### src/rtl/switch_mode_select.sv
// switch_mode_select: per-channel button release detector and
// wrap-around mode counter, with optional long-press reset.
//
// Optional feature macro: LONG_PRESS_EN
//   defined   : per-channel hold counter; a release after holding
//               for LONG_CYC cycles returns the mode to 0 and
//               pulses long_pulse instead of step_pulse.
//   undefined : no hold counters, long_pulse tied low, every
//               release is a short release.
//
// Parameters:
//   NUM_CH     number of independent button channels (>=1)
//   NUM_MODES  modes per channel (>=2), counted 0..NUM_MODES-1
//   LONG_CYC   hold length in clkin cycles that counts as long
//   MODE_W     width of one channel's mode field (derived)
//
// Ports:
//   clkin       system clock, rising edge
//   rst         synchronous reset, active-high
//   en          event enable; low = releases ignored
//   btn_in      debounced button levels, 1 = pressed
//   mode_out    channel c mode at [c*MODE_W +: MODE_W]
//   sel_out     LSB of each channel's mode
//   step_pulse  1-cycle pulse when a channel's mode advances
//   long_pulse  1-cycle pulse on long-press release
module switch_mode_select #(
   parameter int NUM_CH = 4,
   parameter int NUM_MODES = 2,
   parameter int LONG_CYC = 50_000_000,
   localparam int MODE_W = $clog2(NUM_MODES)
) (
   input  logic                     clkin,
   input  logic                     rst,
   input  logic                     en,
   input  logic [NUM_CH-1:0]        btn_in,
   output logic [NUM_CH*MODE_W-1:0] mode_out,
   output logic [NUM_CH-1:0]        sel_out,
   output logic [NUM_CH-1:0]        step_pulse,
   output logic [NUM_CH-1:0]        long_pulse
);

   localparam logic [MODE_W-1:0] MODE_LAST =
      MODE_W'(NUM_MODES - 1);

   if (NUM_CH < 1 || NUM_MODES < 2 || LONG_CYC < 1)
   begin : g_bad_cfg
      $error("switch_mode_select: bad parameters");
   end

   logic [NUM_CH-1:0]        prev_q, prev_d;
   logic [NUM_CH*MODE_W-1:0] mode_q, mode_d;
   logic [NUM_CH-1:0]        step_q, step_d;
   logic [NUM_CH-1:0]        rel;

   // A release is the registered level high and the live level
   // low; en only gates the event, never the history.
   assign rel = prev_q & ~btn_in & {NUM_CH{en}};

`ifdef LONG_PRESS_EN
   localparam int CNT_W = $clog2(LONG_CYC + 1);
   localparam logic [CNT_W-1:0] CNT_MAX = CNT_W'(LONG_CYC);

   logic [CNT_W-1:0]  cnt_q [NUM_CH];
   logic [CNT_W-1:0]  cnt_d [NUM_CH];
   logic [NUM_CH-1:0] long_q, long_d;

   always_comb begin
      for (int c = 0; c < NUM_CH; c++) begin
         // Counts cycles with both previous and current level
         // high; any low sample clears it.
         if (!btn_in[c]) begin
            cnt_d[c] = '0;
         end else if (prev_q[c] && cnt_q[c] != CNT_MAX) begin
            cnt_d[c] = cnt_q[c] + CNT_W'(1);
         end else begin
            cnt_d[c] = cnt_q[c];
         end
      end
   end
`endif

   always_comb begin
      prev_d = btn_in;
      mode_d = mode_q;
      step_d = '0;
`ifdef LONG_PRESS_EN
      long_d = '0;
`endif
      for (int c = 0; c < NUM_CH; c++) begin
`ifdef LONG_PRESS_EN
         if (rel[c] && cnt_q[c] == CNT_MAX) begin
            mode_d[c*MODE_W +: MODE_W] = '0;
            long_d[c] = 1'b1;
         end else
`endif
         if (rel[c]) begin
            step_d[c] = 1'b1;
            if (mode_q[c*MODE_W +: MODE_W] == MODE_LAST) begin
               mode_d[c*MODE_W +: MODE_W] = '0;
            end else begin
               mode_d[c*MODE_W +: MODE_W] =
                  mode_q[c*MODE_W +: MODE_W] + MODE_W'(1);
            end
         end
      end
   end

   always_ff @(posedge clkin) begin
      if (rst) begin
         prev_q <= '0;
         mode_q <= '0;
         step_q <= '0;
      end else begin
         prev_q <= prev_d;
         mode_q <= mode_d;
         step_q <= step_d;
      end
   end

`ifdef LONG_PRESS_EN
   always_ff @(posedge clkin) begin
      if (rst) begin
         long_q <= '0;
         for (int c = 0; c < NUM_CH; c++) begin
            cnt_q[c] <= '0;
         end
      end else begin
         long_q <= long_d;
         for (int c = 0; c < NUM_CH; c++) begin
            cnt_q[c] <= cnt_d[c];
         end
      end
   end

   assign long_pulse = long_q;
`else
   assign long_pulse = '0;
`endif

   always_comb begin
      sel_out = '0;
      for (int c = 0; c < NUM_CH; c++) begin
         sel_out[c] = mode_q[c*MODE_W];
      end
   end

   assign mode_out   = mode_q;
   assign step_pulse = step_q;

endmodule
### config.mk
export PLATFORM = sky130hd
export DESIGN_NAME = switch_mode_select
export DESIGN_NICKNAME = d
export VERILOG_FILES = /design/src/rtl/switch_mode_select.sv
export SDC_FILE = /design/constraint.sdc
export NUM_CORES = 1
export LEC_CHECK = 0
export ABC_AREA = 1
export CAP_MARGIN = 20
export CORE_MARGIN = 1
export CORE_UTILIZATION = 33
export CTS_CLUSTER_SIZE = 25
export DETAILED_ROUTE_END_ITERATION = 12
export PLACE_DENSITY_LB_ADDON = 0.3
export SLEW_MARGIN = 15
export SYNTH_ARGS = -nofsm -noshare
export SYNTH_HDL_FRONTEND = slang
export SYNTH_SLANG_ARGS = --single-unit
### constraint.sdc
create_clock -name clkin -period 0.8 [get_ports clkin]
set_input_delay 0.24 -clock clkin [delete_from_list [all_inputs] [get_ports clkin]]
set_output_delay 0.24 -clock clkin [all_outputs]
set_load 0.02 [all_outputs]
==> impl_results.md <==
- Status: complete, but fails checks
- Failing checks: setup timing
- Commonest cells after routing, fill and taps aside: 15 x nor2_1, 11 x buf_4, 9 x dfxtp_2
- Initial Util: 0.355
- Site row count: 13
- Type of the worst setup path: reg2out
- Most common cell after layout, fill and taps aside: nor2_1
- First-pass GRT wire length: 1450 um
- Final setup margin: -199 ps
- CP max stage cell: dfxtp_2
- Period minus WS final: 999 ps
- Initial antenna violation count: 0
- Chip width: 39.7 um
- Period utilization: 1.25
- Hold endpoint: step_pulse[1]
- RSZ-0062 raised after global routing: yes
- Setup crit start kind: flip-flop
- Synth Register Bits: 12
- Clock Power Share: 0.376
- R2r setup slk: 50 ps
- H-tree depth: 1
- Via count: 436
- Cells after Synth: 60
- Met3 GRT Util: 0.0170
- Crit-path cells: buf_6
- Setup Skew: 6.72 ps
- Worst EP required: 560 ps
- Nets@finish: 90
- Placer Congestion: 0.712
- Reg-to-reg endpoint: mode_out[0]
- Core ar.: 1320 sq um
- Largest net degree at the start of global routing: 9
- Worst setup EP type: output port
- Root buf cell: clkbuf_4
- Worst-Skew Late Latency: 280 ps
- Vias/cell: 4.49
- ANT cells: 0
- Critical-path maximum fanout: 3
- Drc violations: 0
- HP Class: in2reg
- Pleak: 0.374 nW
- Seq pwr share: 0.492
- CTS tree: built
- Worst Hold Depth: 2
- Port Buffers: 18
- Final Setup Violations: 12
- Ys Warns: 0
- Maxcap violations: 0
- Routed WL per cell: 9.23 um
- Num CTS Buffers: 3
- Int Power: 0.000974 W
- Netlist Area Pre-Place: 468 sq um
- Slew Limit Fails: 0
- Final Util: 0.541
- Final instance area: 713 sq um
- CP max stage delay: 360 ps
- Grt ovf: 0
- Comb pwr share: 0.133
- Vias in the first global route: 368
- Post-CTS setup buffers: 0
- Peak supply drop: 924 uV
- Total wire length: 895 um
- Bufs and invs on worst path: 1
- Synth cell types: 9
- CP delay by family, top: flip-flops
- P_sw: 0.000317 W
- Register area: 251 sq um
- Chip height: 39.7 um
- First-pass iteration count of the detailed router: 4
- Area of the multi-input gates: 155 sq um
- Share of cells above drive strength 1: 0.439
- GR Layer Usage met2: 0.221
- Synthesis-to-layout area growth: 52.4%
- Clock slew at the register clock pins of the worst setup and hold paths: 80 ps
- Grt peak-use layer: met2
- Fill count: 126
- DP Wirelength: 709 um
- PwrDens: 1810 nW/um^2
- Detailed router's first-iteration violation count: 3
- Dpl cell area: 666 sq um
- CTS Sinks: 12
- Crit path launch: mode_out[0]
- ANT nets after route: 0
- FMAX: 1.00 GHz
- Met1 usage: 0.168
- Worst reg2reg path depth: 4
- Worst r2r src: mode_out[0]
- I/O pins: 23
- Die area: 1570 sq um
- Arrival @ worst endpoint: 760 ps
- Clock Path Buffers: 2
- Hold wc startpoint: btn_in[1]
- Syn_area_per_cell: 7.80 sq um
- All-layer global routing usage: 0.143
- Register area share after synthesis: 0.513
- Hold Fails Final Rpt: 0
- Net Sw Frac: 0.245
==> sequential cells by signal, indices dropped and copies added, names as in the netlist <==
name and flops:
prev_q 4, step_pulse 4, mode_out 4
==> logic make-up (layout without fill, tap and decap cells) <==
| kind of cell | count (synthesis) | in the layout | synth area share |
|---|---|---|---|
| simple gates | 32 | 32 | 0.289 |
| buf+inv | 15 | 34 | 0.190 |
| flops | 12 | 12 | 0.513 |
| other cells | 1 | 4 | 0.00801 |
==> per-layer routing <==
layer | share of wire | vias up | wire length [um]
li1 | - | 218 | -
met1 | 0.42 | 197 | 379
met2 | 0.49 | 16 | 439
met3 | 0.046 | 5 | 41
met4 | 0.039 | 0 | 35
met5 | 0 | - | 0
==> synthesized netlist by cell type <==
library cell  instances  area [sq um]
conb_1                1          3.75
nor3_1                4          20.0
nand2_1               8          30.0
dfxtp_1              12           240
buf_4                 8          60.1
inv_1                 5          18.8
buf_2                 2          10.0
nand4_1               4          25.0
nor2_1               16          60.1
==> metrics by stage <==
stage / TNS (ps) / hold WS, ps / worst slack (ps) / std cells / power, W
after global placement: -8360 / 453 / -468 / 93 / 0.000818
final: -2130 / 189 / -199 / 97 / 0.00129
after floorplan: 0 / 318 / 19.2 / 63 / 0.000752
after CTS: -2220 / 303 / -206 / 97 / 0.00129
after global routing: -2410 / 206 / -223 / 97 / 0.00134
after detailed placement: -8770 / 457 / -496 / 93 / 0.000823
==> power groups by stage <==
stage / registers, W / logic, W / clock network (W)
floorplan: 0.000657 / 0.0000943 / 0
global placement: 0.000643 / 0.000175 / 0
detailed placement: 0.000645 / 0.000178 / 0
CTS: 0.000633 / 0.000170 / 0.000490
global route: 0.000637 / 0.000190 / 0.000511
finish: 0.000634 / 0.000171 / 0.000485
==> worst max-delay path by stage <==
stage | endpoint | slack, ps | cells past startpoint
after floorplan | sel_out[0] | 20 | 1
after global placement | mode_out[2] | -470 | 5
after detailed placement | mode_out[0] | -500 | 5
after CTS | sel_out[0] | -210 | 1
after global routing | mode_out[0] | -220 | 1
final | sel_out[0] | -200 | 1
==> what timing repair did <==
action	CTS	global route
setup endpoints to repair	20	17
resized for setup	73	11
hold buffers	0	0
pin swaps	0	4
==> cell type report <==
type	count	share of cell area
Tap cell	15	0.0263
Timing Repair Buffer	25	0.326
Multi-Input combinational cell	36	0.218
Sequential cell	12	0.353
Clock buffer	4	0.0509
Inverter	5	0.0263
Note: power is estimated with default switching activity, not from simulation.
